--- src/rtl/v2_decoder_pkg.sv ---
// rtl/v2_decoder_pkg.sv - shared opcodes, ALU codes and control bundle for the v2 decode stage
package v2_decoder_pkg;

    localparam logic [6:0] OP_LUI    = 7'b0110111;
    localparam logic [6:0] OP_AUIPC  = 7'b0010111;
    localparam logic [6:0] OP_JAL    = 7'b1101111;
    localparam logic [6:0] OP_JALR   = 7'b1100111;
    localparam logic [6:0] OP_BRANCH = 7'b1100011;
    localparam logic [6:0] OP_LOAD   = 7'b0000011;
    localparam logic [6:0] OP_STORE  = 7'b0100011;
    localparam logic [6:0] OP_IMM    = 7'b0010011;
    localparam logic [6:0] OP_REG    = 7'b0110011;

    localparam logic [4:0] ALU_ADD  = 5'b00000;
    localparam logic [4:0] ALU_SUB  = 5'b01000;
    localparam logic [4:0] ALU_SLL  = 5'b00001;
    localparam logic [4:0] ALU_SRL  = 5'b00101;
    localparam logic [4:0] ALU_SRA  = 5'b01101;
    localparam logic [4:0] ALU_MUL  = 5'b10000;

    typedef enum logic [1:0] {
        A_RS1  = 2'b00,
        A_PC   = 2'b01,
        A_ZERO = 2'b10
    } alu_a_sel_e;

    typedef enum logic [1:0] {
        WB_ALU = 2'b00,
        WB_MEM = 2'b01,
        WB_PC4 = 2'b10
    } wb_sel_e;

    typedef struct packed {
        logic       branch;
        logic       jump;
        logic       jalr;
        logic       mem_rd;
        logic       mem_wr;
        logic [2:0] mem_size;
        wb_sel_e    wb_sel;
        logic [4:0] alu_ctrl;
        logic       alu_src_imm;
        alu_a_sel_e alu_a_sel;
        logic       reg_wr;
    } decode_ctrl_t;

endpackage

--- src/rtl/v2_decode_logic.sv ---
// rtl/v2_decode_logic.sv - combinational RV32I decoder (M-extension ops when DECODER_MEXT_EN is defined)
module v2_decode_logic
    import v2_decoder_pkg::*;
#(
    parameter int XLEN = 32
) (
    input  logic [31:0]      instr,
    output decode_ctrl_t     ctrl,
    output logic [XLEN-1:0]  imm,
    output logic             illegal
);

    logic [6:0]   opcode;
    logic [2:0]   funct3;
    logic [6:0]   funct7;
    logic [31:0]  imm32;
    decode_ctrl_t raw;
    logic         bad;

    assign opcode = instr[6:0];
    assign funct3 = instr[14:12];
    assign funct7 = instr[31:25];

    // Opcode decode: raw control, 32-bit immediate and the illegal flag
    always_comb begin
        raw   = '0;
        imm32 = '0;
        bad   = 1'b0;
        case (opcode)
            OP_REG: begin
                raw.reg_wr   = 1'b1;
                raw.alu_ctrl = {1'b0, instr[30], funct3};
                if (funct7 == 7'b0100000) begin
                    bad = !(funct3 == 3'b000 || funct3 == 3'b101);
                end else if (funct7 == 7'b0000001) begin
`ifdef DECODER_MEXT_EN
                    raw.alu_ctrl = {2'b10, funct3};
`else
                    bad = 1'b1;
`endif
                end else if (funct7 != 7'b0000000) begin
                    bad = 1'b1;
                end
            end
            OP_IMM: begin
                imm32           = {{20{instr[31]}}, instr[31:20]};
                raw.reg_wr      = 1'b1;
                raw.alu_src_imm = 1'b1;
                raw.alu_ctrl    = {1'b0, (funct3 == 3'b101) ? instr[30] : 1'b0, funct3};
                if (funct3 == 3'b001)
                    bad = (funct7 != 7'b0000000);
                else if (funct3 == 3'b101)
                    bad = !(funct7 == 7'b0000000 || funct7 == 7'b0100000);
            end
            OP_LOAD: begin
                imm32           = {{20{instr[31]}}, instr[31:20]};
                raw.mem_rd      = 1'b1;
                raw.mem_size    = funct3;
                raw.wb_sel      = WB_MEM;
                raw.alu_src_imm = 1'b1;
                raw.reg_wr      = 1'b1;
                bad = (funct3 == 3'b011) || (funct3 == 3'b110) || (funct3 == 3'b111);
            end
            OP_STORE: begin
                imm32           = {{20{instr[31]}}, instr[31:25], instr[11:7]};
                raw.mem_wr      = 1'b1;
                raw.mem_size    = funct3;
                raw.alu_src_imm = 1'b1;
                bad = (funct3 > 3'b010);
            end
            OP_BRANCH: begin
                imm32        = {{20{instr[31]}}, instr[7], instr[30:25], instr[11:8], 1'b0};
                raw.branch   = 1'b1;
                raw.alu_ctrl = ALU_SUB;
                raw.mem_size = funct3;
                bad = (funct3 == 3'b010) || (funct3 == 3'b011);
            end
            OP_JAL: begin
                imm32           = {{12{instr[31]}}, instr[19:12], instr[20], instr[30:21], 1'b0};
                raw.jump        = 1'b1;
                raw.alu_a_sel   = A_PC;
                raw.alu_src_imm = 1'b1;
                raw.wb_sel      = WB_PC4;
                raw.reg_wr      = 1'b1;
            end
            OP_JALR: begin
                imm32           = {{20{instr[31]}}, instr[31:20]};
                raw.jump        = 1'b1;
                raw.jalr        = 1'b1;
                raw.alu_src_imm = 1'b1;
                raw.wb_sel      = WB_PC4;
                raw.reg_wr      = 1'b1;
                bad = (funct3 != 3'b000);
            end
            OP_LUI: begin
                imm32           = {instr[31:12], 12'b0};
                raw.alu_a_sel   = A_ZERO;
                raw.alu_src_imm = 1'b1;
                raw.reg_wr      = 1'b1;
            end
            OP_AUIPC: begin
                imm32           = {instr[31:12], 12'b0};
                raw.alu_a_sel   = A_PC;
                raw.alu_src_imm = 1'b1;
                raw.reg_wr      = 1'b1;
            end
            default: bad = 1'b1;
        endcase
        if (instr[1:0] != 2'b11)
            bad = 1'b1;
    end

    // Illegal entries still flow, but with every side effect suppressed
    always_comb begin
        ctrl = raw;
        if (bad) begin
            ctrl.reg_wr = 1'b0;
            ctrl.mem_rd = 1'b0;
            ctrl.mem_wr = 1'b0;
            ctrl.branch = 1'b0;
            ctrl.jump   = 1'b0;
            ctrl.jalr   = 1'b0;
        end
    end

    assign illegal = bad;
    assign imm     = XLEN'($signed(imm32));

endmodule

--- src/rtl/v2_decode_stage.sv ---
// rtl/v2_decode_stage.sv - registered RV32I decode stage with handshake, optional skid and flush (DECODER_MEXT_EN enables M ops)
module v2_decode_stage
    import v2_decoder_pkg::*;
#(
    parameter int XLEN = 32,
    parameter int SKID = 1
) (
    input  logic             clk,
    input  logic             reset,
    input  logic             in_valid,
    output logic             in_ready,
    input  logic [31:0]      in_instr,
    input  logic [XLEN-1:0]  in_pc,
    input  logic             flush,
    output logic             out_valid,
    input  logic             out_ready,
    output logic [XLEN-1:0]  out_pc,
    output logic [XLEN-1:0]  out_imm,
    output logic [4:0]       out_rs1,
    output logic [4:0]       out_rs2,
    output logic [4:0]       out_rd,
    output decode_ctrl_t     out_ctrl,
    output logic             out_illegal
);

    typedef struct packed {
        logic [XLEN-1:0] pc;
        logic [XLEN-1:0] imm;
        logic [4:0]      rs1;
        logic [4:0]      rs2;
        logic [4:0]      rd;
        decode_ctrl_t    ctrl;
        logic            illegal;
    } entry_t;

    typedef enum logic [1:0] {
        ST_EMPTY = 2'b00,
        ST_ONE   = 2'b01,
        ST_TWO   = 2'b10
    } state_t;

    state_t          state;
    entry_t          out_q;
    entry_t          skid_q;
    entry_t          new_e;
    decode_ctrl_t    dec_ctrl;
    logic [XLEN-1:0] dec_imm;
    logic            dec_illegal;
    logic            accept;
    logic            consume;

    v2_decode_logic #(.XLEN(XLEN)) u_decode (
        .instr   (in_instr),
        .ctrl    (dec_ctrl),
        .imm     (dec_imm),
        .illegal (dec_illegal)
    );

    assign new_e = '{pc: in_pc, imm: dec_imm, rs1: in_instr[19:15], rs2: in_instr[24:20],
                     rd: in_instr[11:7], ctrl: dec_ctrl, illegal: dec_illegal};

    assign out_valid = (state != ST_EMPTY);
    assign in_ready  = (SKID != 0) ? (state != ST_TWO) : (state == ST_EMPTY || out_ready);
    assign accept    = in_valid && in_ready;
    assign consume   = out_valid && out_ready;

    // Occupancy FSM; the output register always holds the oldest entry, skid the younger one
    always_ff @(posedge clk or posedge reset) begin
        if (reset) begin
            state  <= ST_EMPTY;
            out_q  <= '0;
            skid_q <= '0;
        end else if (flush) begin
            state <= ST_EMPTY;
        end else begin
            case (state)
                ST_EMPTY: begin
                    if (accept) begin
                        out_q <= new_e;
                        state <= ST_ONE;
                    end
                end
                ST_ONE: begin
                    if (accept && consume) begin
                        out_q <= new_e;
                    end else if (accept) begin
                        skid_q <= new_e;
                        state  <= ST_TWO;
                    end else if (consume) begin
                        state <= ST_EMPTY;
                    end
                end
                ST_TWO: begin
                    if (consume) begin
                        out_q <= skid_q;
                        state <= ST_ONE;
                    end
                end
                default: state <= ST_EMPTY;
            endcase
        end
    end

    assign out_pc      = out_q.pc;
    assign out_imm     = out_q.imm;
    assign out_rs1     = out_q.rs1;
    assign out_rs2     = out_q.rs2;
    assign out_rd      = out_q.rd;
    assign out_ctrl    = out_q.ctrl;
    assign out_illegal = out_q.illegal;

endmodule

--- config.mk ---
export PLATFORM = sky130hd
export DESIGN_NAME = v2_decode_stage
export DESIGN_NICKNAME = d
export VERILOG_FILES = /design/src/rtl/v2_decoder_pkg.sv /design/src/rtl/v2_decode_logic.sv /design/src/rtl/v2_decode_stage.sv
export SDC_FILE = /design/constraint.sdc
export NUM_CORES = 1
export LEC_CHECK = 0
export CORE_MARGIN = 2
export CORE_UTILIZATION = 65
export CTS_CLUSTER_SIZE = 30
export DETAILED_ROUTE_END_ITERATION = 10
export DONT_BUFFER_PORTS = 1
export PLACE_DENSITY = 0.84
export SLEW_MARGIN = 20
export SYNTH_ARGS = -nofsm -noshare
export SYNTH_HDL_FRONTEND = slang
export SYNTH_SLANG_ARGS = --single-unit
--- constraint.sdc ---
create_clock -name clk -period 9.98 [get_ports clk]
set_clock_uncertainty 0.1 [all_clocks]
set_input_delay 1.996 -clock clk [delete_from_list [all_inputs] [get_ports clk]]
set_output_delay 1.996 -clock clk [all_outputs]
set_load 0.02 [all_outputs]
-- Yosys cells after proc, flatten, opt, wreduce, memory -nomap -nowiden
Cells that the tools add are included.
- order comparisons: 1
- equal/unequal tests: 28
- multiplexer cells: 33
- bitwise logic cells: 2
- reductions and logical operators: 28
- operators by type and width (cell ; count):
    99-bit 2-to-1 mux ; 3
    99-bit one-hot mux with 3 select lines ; 1
    32-bit one-hot mux with 5 select lines ; 1
    7-bit by 6-bit == test with 1-bit output, second input constant ; 4
    7-bit == test, second input constant ; 3
    1-bit 2-to-1 mux ; 15
    7-bit by 5-bit == test with 1-bit output, second input constant ; 2
    7-bit OR reduction ; 2
    2-bit 2-to-1 mux ; 6
    4-bit one-hot mux with 3 select lines ; 1
    2-bit != test, second input constant ; 5
    3-bit == test, second input constant ; 3
    3-bit != test, second input constant ; 3
    3-bit OR reduction ; 3
    2-bit one-hot mux with 2 select lines ; 2
    4-bit AND reduction ; 2
    7-bit by 1-bit == test with 1-bit output, second input constant ; 1
    7-bit by 2-bit == test with 1-bit output, second input constant ; 1
    7-bit zero test ; 1
    1-bit one-hot mux with 7 select lines ; 1
    7-bit nonzero test ; 1
    3-bit by 2-bit == test with 1-bit output, second input constant ; 2
    2-bit one-hot mux with 3 select lines ; 1
    3-bit nonzero test ; 2
    16 further kinds ; 26
- flip-flop bits (word level): 200
- input port bits: 69
- output and inout port bits: 101
- word-level logic and storage cells: 127

-- Longest topological paths before layout
Gate-level depths: netlist (run 1).
- word-level depth: 10
- mapped depth: 8
- mapped depth without buffers: 5

-- Modules after synthesis
A second synthesis (run 1) with hierarchy kept.
- cell total of the unflattened synthesis: 670
- area, all modules: 9474.1 um^2
- modules (own cells, without submodules) (module ; instances ; cells an instance ; area an instance (um^2) ; seq. area each (um^2)):
    v2_decode_stage ; 1 ; 544 ; 8643.3 ; 5004.8
    v2_decode_logic ; 1 ; 126 ; 830.8 ; 0.0

-- Least setup slack after synthesis (run 1)
Ideal clock, no wire load.
- path kind: in2reg
- start point: input port in_instr[3]
- end point: register skid_q[1] (netlist bit)
- library setup time: 0.122 ns
- arrival: 3.300 ns
- required time: 9.758 ns
- setup slack: 6.459 ns
- stages on the path: 6
- buffers on the path: 1
- cells stage by stage: nand4bb_4 -> or4_1 -> clkbuf_2 -> o21a_1 -> o211a_1 -> a32o_1
- longest elaborated chain between the ends: 5
- RTL lines (item ; RTL line ; text):
    start, declared ; v2_decode_stage.sv:12 ; input logic [31:0] in_instr,
    7-bit == test, or another cell as far along ; v2_decode_logic.sv:29 ; case (opcode)
    3-bit OR reduction (no source line) ; - ;
    1-bit one-hot mux with 7 select lines ; v2_decode_logic.sv:29 ;
    1-bit 2-to-1 mux ; v2_decode_logic.sv:109 ; if (instr[1:0] != 2'b11)
    1-bit 2-to-1 mux (*) ; v2_decode_logic.sv:116 ; if (bad) begin
    end signal, assigned ; v2_decode_stage.sv:87 ; skid_q <= new_e;
    end, declared ; v2_decode_stage.sv:44 ; entry_t skid_q;
Every way passes the cells marked *; elsewhere a longest branch is shown, timed or not.
A chain may end at the register's enable or synchronous reset.

-- Worst setup path in the final report (run 1)
- start point: register state[1]
- end point: output port in_ready
- longest elaborated chain between the ends: 1
- RTL lines (item ; RTL line ; text):
    start, declared ; v2_decode_stage.sv:42 ; state_t state;
    start signal, assigned ; v2_decode_stage.sv:70 ; state <= ST_EMPTY;
    start signal, assigned ; v2_decode_stage.sv:74 ; state <= ST_EMPTY;
    start signal, assigned ; v2_decode_stage.sv:80 ; state <= ST_ONE;
    2-bit != test ; v2_decode_stage.sv:63 ; assign in_ready = (SKID != 0) ? (state != ST_TWO) : (state == ST_EMPTY || out_ready);
    end, declared ; v2_decode_stage.sv:11 ; output logic in_ready,
No other way between the ends.

==> results.md, run 1 <==
* Gpl congestion at 0.875
* Num rows at 42
* Primary FF master, synth: dfrtp_1
* Nets at between 1000 and 1500
* Leak at roughly 4.2 nW
* First-pass DRT Iterations at 6
* Placed inst area at 8750 sq um
* DR WL/cell at approximately 18 microns
* Reg-to-reg endpoint: out_ctrl[7]$_DFFE_PP0P_
* Tot GR Track Use at 30.1%
* Hold Path Class: reg2reg
* Syn_nets at 1067
* Final Hold Viols at 0
* Fraction of layout cells with a size suffix above 1 at approximately 6%
* Setup Viol. Count Final at 0
* Iteration-0 DRC count of the detailed router at roughly 580
* Sw Ratio at 28.8%
* Largest net degree at the start of global routing at 120
* Starting Density at between 60% and 70%
* Worst Path Required at slightly below 8000 ps
* Setup TNS at 0 ps
* Post-route DRC at 0
* Final period util at approximately 45%
* Syn avg cell area at around 8.8 sq um
* First-pass GRT wire length at approximately 34 mm
* Hold path depth at 2
* Worst-margin pin slew at around 1000 ps
* DP Worst Slack at roughly 5500 ps
* Worst Slack Setup Final at 5520 ps
* Post-Syn Area at slightly below 9000 sq um
* Post-route design area at 9370 sq um
* Slew margin rel. at between 30 and 40%
* TritonCTS clock tree: built
* Layout area overhead at 7.08%
* Ys async rst share at between 90% and 100%
* Total Routed Length at 20.9 mm
* ANT nets after route at 0
* Combinational share of power at around a tenth
* Int Power at around 0.0014 W
* Core ar. at around 13000 sq um
* Ant diodes at 0
* Clock slew at reported path FFs at roughly 70 ps
* RSZ-0062 raised after global routing: false
* Total CTS buffers at 17
* Worst setup SP type: flop
* Worst VDD drop at 0.129 mV
* Die H at between 100 and 150 microns
* Die Area at approximately 14000 sq um
* Total grt overflow at 0
* Seq pwr share at between 50% and 60%
* Fin crit period at ~4500 ps
* Fmax at between 200 and 250 MHz
* Port bufs at 0
* I/O pin cnt at between 150 and 200
* Clk root buf: clkbuf_16
* DP HPWL at roughly 13 mm
* Clock Latency Late Sink at around 430 ps
* PD cells at between 200 and 250 nW/um^2
* CP max FO at 56
* Vias in the first global route at approximately 6500
* Max_cap viols at 0
* Yosys reg bits at 198
* RR Startpoint: state[1]$_DFFE_PP0P_
* Unique masters post-synth at 58
* Worst EP arrival at 2360 ps
* Cts hold-fix bufs at 0
* Outcome: completed
* Syn Inst Count at approximately 1000
* Die X at 120 microns
* Total net switching power at a little under 0.0006 W
* Final slew viol count at 0
* R2R cell count at 6
* Clk buf depth at 2
* Vias at just under 7000
* Hold Path End: skid_q[26]$_DFFE_PP0P_
* R2R Setup Slk at around 6600 ps
* CTS resizes at 0
* Seq/Total Area, Yosys at between 50 and 60%
* Post-synth EDFFs at 0
* CTS sink count at approximately 200
* Synthesis warning total at 0
* Routed vias/inst at between 6 and 7
* H-tree depth at 4
* WS Path Type: reg2out
* Initial antenna violation count at 0
* HP Start: skid_q[26]$_DFFE_PP0P_
* Clock power share at a little over a third
* Post-CTS Setup Bufs at 0
* Crit. End Element: output port
## synth_stat cells, types with 4 or more instances
cell type / count / area share [%]
o31ai_1: 4 / 0.34
a22oi_1: 5 / 0.43
dfrtp_1: 198 / 57
nand2_1: 329 / 14
clkbuf_1: 40 / 1.7
a31oi_1: 55 / 3.9
o21ai_0: 43 / 2.5
a211oi_1: 9 / 0.77
inv_1: 6 / 0.26
buf_1: 9 / 0.39
nand3_1: 27 / 1.5
o21a_1: 4 / 0.34
o2bb2ai_1: 8 / 0.80
nand2b_1: 6 / 0.43
buf_2: 19 / 1.1
a21oi_1: 40 / 2.3
nor3_1: 13 / 0.74
o211ai_1: 13 / 1.1
nor2_1: 108 / 4.6
## worst max-delay path, cell delays in order, from the launching register on
cell and delay (ps):
dfrtp_1 440, nor2b_4 650, buf_4 620, inv_2 170
## power by group through the flow
| stage | Sequential, W | Combinational [W] | Clock, W |
|---|---|---|---|
| 2_1_floorplan | 0.00108 | 0.000175 | 0 |
| 3_3_place_gp | 0.00110 | 0.000194 | 0 |
| 3_5_place_dp | 0.00111 | 0.000204 | 0 |
| 4_1_cts | 0.00110 | 0.000206 | 0.000717 |
| 5_1_grt | 0.00111 | 0.000240 | 0.000748 |
| 6_report | 0.00110 | 0.000203 | 0.000711 |
## metal layers
layer / vias to the layer above / track usage (%) / routed length (microns) / share of wire (%)
met4: 0 / 10.0 / 417 / 2.0
li1: 3258 / - / - / -
met2: 300 / 46.8 / 9810 / 47
met1: 3284 / 39.2 / 8380 / 40
met3: 27 / 11.5 / 2300 / 11
met5: - / 0 / 0 / 0
## cell families after synthesis
kind of cell	count (synthesis)	synth area share, %
multiplexers	3	0.358
AND/OR/NAND/NOR	508	23.7
buffers and inverters	79	3.85
flip-flops	198	56.7
AO/OA/AOI/OAI	209	15.4
other	1	0.0429
## flip-flops by register name, indices dropped and copies added, names as in the netlist
register,cells
out_rd,5
out_rs2,5
out_ctrl,18
out_rs1,5
out_illegal,1
out_pc,32
out_imm,32
skid_q,98
state,2
## area by class of cell
cell class	count	area (sq um)
clock buffer	20	467
clock inverter	11	148
fill	1007	3820
inverter	7	33.8
multi-input combinational	721	3490
sequential	198	4950
tap	176	220
timing repair buffer	7	56.3
## through the flow
step                instances  util (%)  power (W)  hold slack, ps
floorplan                 998         -    0.00126             346
CTS                      1140      71.0    0.00202             378
global route             1140      71.0    0.00210             393
detailed placement       1109      66.3    0.00132             362
global placement         1109      66.3    0.00130             357
finish                   1140      71.0    0.00201             374
## cells in the final DEF, fill, tap and decap left out, types with 2 or more instances in the layout
master	n
bufinv_16	3
clkinv_4	2
buf_4	6
clkinv_2	3
a21o_1	2
o2bb2ai_1	8
nand3_1	27
inv_6	2
inv_1	5
o31ai_1	4
nor3_1	13
o21ai_1	2
nand2b_1	5
clkbuf_16	17
o2111ai_1	3
o21a_1	4
a211oi_1	9
clkbuf_8	3
o211ai_1	13
a211oi_2	3
a31oi_1	55
and3_1	3
a22oi_1	5
or3_1	3
or4_1	2
nand2_1	329
nor2b_4	2
a21oi_1	40
o22a_1	2
dfrtp_1	198
nor2_1	108
mux2i_1	2
or2_2	3
nand3b_1	2
o22ai_1	3
o21ai_0	43
## how the worst max path moves through the flow
stage                         start                 endpoint  slack (ps)  cells after the start
4_1_cts        state[1]$_DFFE_PP0P_                 in_ready        5540                      3
2_1_floorplan                 reset  out_ctrl[0]$_DFFE_PP0P_        2490                      1
5_1_grt        state[1]$_DFFE_PP0P_                 in_ready        5380                      3
6_report       state[1]$_DFFE_PP0P_                 in_ready        5520                      3
3_3_place_gp              out_ready  out_ctrl[7]$_DFFE_PP0P_        5540                      6
3_5_place_dp              out_ready  out_ctrl[7]$_DFFE_PP0P_        5510                      6
(Power assumes the default switching activity.)
==> run 2: changes to the inputs <==
--- a/config.mk
+++ b/config.mk
@@ -6,11 +6,11 @@
 export NUM_CORES = 1
 export LEC_CHECK = 0
 export CORE_MARGIN = 2
-export CORE_UTILIZATION = 65
+export CORE_UTILIZATION = 57
 export CTS_CLUSTER_SIZE = 30
 export DETAILED_ROUTE_END_ITERATION = 10
 export DONT_BUFFER_PORTS = 1
-export PLACE_DENSITY = 0.84
+export PLACE_DENSITY = 0.78
 export SLEW_MARGIN = 20
 export SYNTH_ARGS = -nofsm -noshare
 export SYNTH_HDL_FRONTEND = slang
==> constraint.sdc (replaced) <==
create_clock -name clk -period 3.7 [get_ports clk]
set_clock_uncertainty 0.1 [all_clocks]
set_input_delay 0.74 -clock clk [delete_from_list [all_inputs] [get_ports clk]]
set_output_delay 0.74 -clock clk [all_outputs]
set_load 0.02 [all_outputs]
==> results.md, run 2 (synthesis gave the netlist of run 1 again) <==
* CP max FO at 18 (-68%)
* Seq pwr share at 52.6% (-1.9 points)
* CTS sink count at 198 (unchanged)
* Worst EP arrival at 1560 ps (-800 ps)
* Hold Path Class: in2async
* Clk buf depth at 2 (unchanged)
* Max_cap viols at 0 (unchanged)
* Setup TNS at 0 ps (unchanged)
* Nets at 1034 (+1.3%)
* I/O pin cnt at 170 (unchanged)
* Largest net degree at the start of global routing at 84 (-30%)
* First-pass GRT wire length at 36.0 mm (+5.9%)
* DP HPWL at 14.7 mm (+12%)
* Int Power at 0.00404 W (+180%)
* Starting Density at 58.0% (-8.3 points)
* Ant diodes at 0 (unchanged)
* Worst-margin pin slew at 1040 ps (+18.6 ps)
* Post-route DRC at 0 (unchanged)
* Initial antenna violation count at 0 (unchanged)
* Vias at 6921 (+0.76%)
* Fin crit period at 2400 ps
* ANT nets after route at 0 (unchanged)
* Worst Path Required at 2860 ps (-5020 ps)
* Core ar. at 15100 sq um (+14%)
* Reg-to-reg endpoint: out_imm[14]$_DFFE_PP0P_
* Clk root buf: clkbuf_16
* Final slew viol count at 0 (unchanged)
* Clock Latency Late Sink at 440 ps (about the same)
* Crit. End Element: output port
* Port bufs at 0 (unchanged)
* Crit path to: in_ready
* Cts hold-fix bufs at 0 (unchanged)
* Reg area at 4950 sq um (unchanged)
* Total grt overflow at 0 (unchanged)
* Total CTS buffers at 17 (unchanged)
* Vias in the first global route at 6809 (+4.4%)
* WS Path Type: reg2out
* Sw Ratio at 28.2% (-0.62 points)
* CTS resizes at 0 (unchanged)
* Post-CTS Setup Bufs at 0 (unchanged)
* Core Util, Final at 63.5% (-7.5 points)
* Layout area overhead at 9.64%
* Commonest non-fill, non-tap cell in the layout: nand2_1
* Fmax at between 400 and 500 MHz
* Fillers at 1231 (+22%)
* Clock slew at reported path FFs at 70 ps (about the same)
* Total Routed Length at 22.1 mm (+5.8%)
* Iteration-0 DRC count of the detailed router at 603 (+3.3%)
* Die H at 128 microns (+6.6%)
* Post-route design area at 9590 sq um (+2.4%)
* Clock power share at 37.4% (+2.0 points)
* R2R Setup Slk at 1310 ps (-5260 ps)
* PD cells at 587 nW/um^2 (+170%)
* Largest Register: skid_q
* Gpl congestion at 0.907 (+3.6%)
* Leak at 4.30 nW (+2.3%)
* Tot GR Track Use at 28.2% (-2.0 points)
* DP Cell Count at 1134 (+2.3%)
* Multi-input combinational cell area at 3490 sq um (unchanged)
* Max reg flops at 98 (unchanged)
* Placed inst area at 8920 sq um (+2.0%)
* Final period util at 64.9%
* Commonest cells after routing, fill and taps aside: nand2_1 (329), dfrtp_1 (198), nor2_1 (108), a31oi_1 (55), o21ai_0 (43)
* Final Hold Viols at 0 (unchanged)
* H-tree depth at 4 (unchanged)
* Die X at 128 microns (+6.6%)
* R2R cell count at 5 (-1)
* Worst VDD drop at 0.330 mV (+160%)
* Worst setup SP type: flop
* Combinational share of power at 10.1% (about the same)
* First-pass DRT Iterations at 5 (-1)
* Num rows at 45 (+7.1%)
* Routed vias/inst at 5.94 (-1.5%)
* Final Instance Count excl. Fillers at 1166 (+2.3%)
* Outcome: completed
* Setup Viol. Count Final at 0 (unchanged)
* TritonCTS clock tree: built
* Total Power at 0.00563 W (+180%)
* Slew margin rel. at 30.9% (-1.2 points)
* DR WL/cell at 19.0 microns (+3.4%)
* Die Area at 16400 sq um (+14%)
* RSZ-0062 raised after global routing: false
* Fraction of layout cells with a size suffix above 1 at 7.16% (+1.1 points)
* RR Startpoint: state[1]$_DFFE_PP0P_
* Total net switching power at 0.00159 W (+170%)
* Crit. Startpoint: state[1]$_DFFE_PP0P_
[run 2: worst min path at each step]
stage                                        end  slack (ps)  cells past startpoint
after floorplan           skid_q[20]$_DFFE_PP0P_         350                      2
after global placement    skid_q[31]$_DFFE_PP0P_         360                      2
after detailed placement  skid_q[30]$_DFFE_PP0P_         360                      2
after CTS                   state[0]$_DFFE_PP0P_         260                      1
after global routing        state[0]$_DFFE_PP0P_         260                      1
final                     out_pc[14]$_DFFE_PP0P_         260                      1
[run 2: critical path, cell delays in order (launching register included)]
cell and delay, ps:
dfrtp_1 440, nor2b_4 160, inv_2 210, buf_4 310
[run 2: area by class of cell]
cell class	instances	area share [%]
clock buffer	20	4.66
multi-input combinational	721	36.4
timing repair buffer	20	2.22
sequential	198	51.7
clock inverter	12	2.34
tap	188	2.45
inverter	7	0.313
[run 2: routing by layer]
layer	vias up	share of wire [%]	GRT usage, %
met5	-	0	0
met4	0	2.2	9.57
met3	35	9.4	10.3
met2	274	47	44.4
met1	3329	41	36.4
li1	3283	-	-
[run 2: per-stage QoR]
step,hold WS [ps],worst slack [ps]
floorplan,346,300
global placement,357,1180
detailed placement,362,1140
CTS,257,1290
global route,262,1110
finish,261,1300
[run 2: power groups by stage]
stage	Sequential (W)	Clock, W	Combinational [W]
finish	0.00296	0.00210	0.000568
global route	0.00300	0.00221	0.000667
CTS	0.00296	0.00212	0.000575
detailed placement	0.00300	0	0.000573
global placement	0.00298	0	0.000546
floorplan	0.00292	0	0.000471
==> run 3: changes to the inputs <==
--- a/config.mk
+++ b/config.mk
@@ -6,11 +6,11 @@
 export NUM_CORES = 1
 export LEC_CHECK = 0
 export CORE_MARGIN = 2
-export CORE_UTILIZATION = 57
+export CORE_UTILIZATION = 63
 export CTS_CLUSTER_SIZE = 30
 export DETAILED_ROUTE_END_ITERATION = 10
 export DONT_BUFFER_PORTS = 1
-export PLACE_DENSITY = 0.78
+export PLACE_DENSITY = 0.82
 export SLEW_MARGIN = 20
 export SYNTH_ARGS = -nofsm -noshare
 export SYNTH_HDL_FRONTEND = slang
==> constraint.sdc (replaced) <==
create_clock -name clk -period 2.5 [get_ports clk]
set_clock_uncertainty 0.1 [all_clocks]
set_input_delay 0.5 -clock clk [delete_from_list [all_inputs] [get_ports clk]]
set_output_delay 0.5 -clock clk [all_outputs]
set_load 0.02 [all_outputs]
==> results.md, run 3 (synthesis gave the netlist of run 1 again) <==
* Total Power at 0.00794 W (+41%)
* Post-route DRC at 0 (unchanged)
* Placed inst area at 9010 sq um (+0.98%)
* Cts hold-fix bufs at 0 (unchanged)
* Outcome: finished with violations
* CTS sink count at 198 (unchanged)
* First-pass GRT wire length at 35.1 mm (-2.7%)
* Worst EP arrival at 2310 ps (+750 ps)
* Commonest cells after routing, fill and taps aside: nand2_1 (329), dfrtp_1 (198), nor2_1 (108), a31oi_1 (55), o21ai_0 (43)
* TritonCTS clock tree: built
* H-tree depth at 4 (unchanged)
* Setup Viol. Count Final at 0 (unchanged)
* Slew margin rel. at 35.2% (+4.3 points)
* Clock slew at reported path FFs at 70 ps (about the same)
* Die X at 122 microns (-4.7%)
* Commonest non-fill, non-tap cell in the layout: nand2_1
* Final Hold Viols at 3 (+3)
* Worst setup SP type: flop
* Fmax at around 460 MHz
* R2R Setup Slk at 350 ps (-960 ps)
* Gpl congestion at 0.952 (+5.0%)
* RSZ-0062 raised after global routing: false
* Num rows at 43 (-4.4%)
* WS Path Type: reg2reg
* Failing checks: negative hold slack
* Worst-margin pin slew at 972 ps (-64.0 ps)
* CTS resizes at 0 (unchanged)
* Port bufs at 0 (unchanged)
* DP Worst Slack at 277 ps (-863 ps)
* Vias at 7097 (+2.5%)
* Largest Register: skid_q
* Iteration-0 DRC count of the detailed router at 704 (+17%)
* I/O pin cnt at 170 (unchanged)
* Final period util at around 86%
* Total Routed Length at 22.1 mm (about the same)
* Layout area overhead at 9.60% (about the same)
* Crit. End Element: flop
* CP max FO at 12 (-6)
* DR WL/cell at 18.9 microns (about the same)
* Initial antenna violation count at 0 (unchanged)
* Total grt overflow at 0 (unchanged)
* Routed vias/inst at 6.09 (+2.5%)
* Fin crit period at ~2200 ps
* PD cells at 828 nW/um^2 (+41%)
* Final slew viol count at 0 (unchanged)
* First-pass DRT Iterations at 6 (+1)
* Worst Slack Setup Final at 349 ps (-951 ps)
* Clk buf depth at 2 (unchanged)
* Max_cap viols at 0 (unchanged)
* Ant diodes at 0 (unchanged)
* ANT nets after route at 0 (unchanged)
* DP HPWL at 15.1 mm (+2.8%)
* Post-route design area at 9590 sq um (about the same)
* Vias in the first global route at 6605 (-3.0%)
* Nets at 1042 (+0.77%)
* Leak at 4.31 nW (+0.20%)
* Die H at 122 microns (-4.7%)
* Clock Latency Late Sink at 430 ps (about the same)
* Fraction of layout cells with a size suffix above 1 at 8.01% (+0.85 points)
* Clk root buf: clkbuf_16
* Hold Path Class: in2async
* Starting Density at 63.7% (+5.8 points)
* Largest net degree at the start of global routing at 87 (+3.6%)
* Post-CTS Setup Bufs at 0 (unchanged)
* Max reg flops at 98 (unchanged)
* Core ar. at 13700 sq um (-9.1%)
* Worst VDD drop at 0.451 mV (+37%)
* Tot GR Track Use at 30.5% (+2.3 points)
* Worst Path Required at 2660 ps (-200 ps)
* Min Hold Slack at -6.97 ps (-268 ps)
* Total CTS buffers at 17 (unchanged)
* Die Area at 14800 sq um (-9.2%)
[run 3: cell types whose count changed in the layout (fill, tap and decap cells not counted), sizes merged]
cell      previous run  this run
buf                 20        28
bufinv               6         2
clkinv               4         5
clkbuf              20        18
clkinvlp             2         4
inv                  7        10
[run 3: cell type report]
class,count,area (sq um)
flip-flops and latches,198,4950
fillers,1074,4130
multi-input cells,721,3490
clock buffers,18,429
repair buffers,28,310
well taps,180,225
clock inverters,14,150
inverters,7,30.0
[run 3: worst max-delay path: stages, from the launching register on]
cell and delay, ps:
dfrtp_1 450, nor3b_1 220, buf_4 160, nand2b_4 130, a21oi_1 780, a21oi_1 150
[run 3: through the flow]
step                      instances  utilization (%)  hold slack, ps  TNS, ps
after global placement         1134             65.6             357        0
after floorplan                 998                -             346  -130750
final                          1166             69.9           -6.97        0
after detailed placement       1134             65.6             361        0
after CTS                      1166             69.9            5.46        0
after global routing           1166             69.9            18.7        0
[run 3: routing by layer]
metal	wire length, microns	global-route usage, %
met5	0	0
met4	442	8.91
met3	2170	9.55
met2	10300	47.4
met1	9160	41.5
[run 3: final timing paths]
| path | startpoint | to | cells after the start |
|---|---|---|---|
| max | state[1]$_DFFE_PP0P_ | skid_q[59]$_DFFE_PP0P_ | 5 |
| min | reset | out_pc[23]$_DFFE_PP0P_ | 2 |
| max reg2reg | state[1]$_DFFE_PP0P_ | skid_q[59]$_DFFE_PP0P_ | 5 |
| min reg2reg | skid_q[29]$_DFFE_PP0P_ | skid_q[29]$_DFFE_PP0P_ | 2 |
| max in group asynchronous | reset | skid_q[57]$_DFFE_PP0P_ | 2 |
| min in group clk | flush | state[0]$_DFFE_PP0P_ | 1 |
[run 3: power by group]
| group | internal (W) | total (W) | switching (W) |
|---|---|---|---|
| clock | 0.00148 | 0.00269 | 0.00121 |
| combinational | 0.000354 | 0.000863 | 0.000509 |
| sequential | 0.00373 | 0.00439 | 0.000651 |
| total | 0.00557 | 0.00794 | 0.00237 |
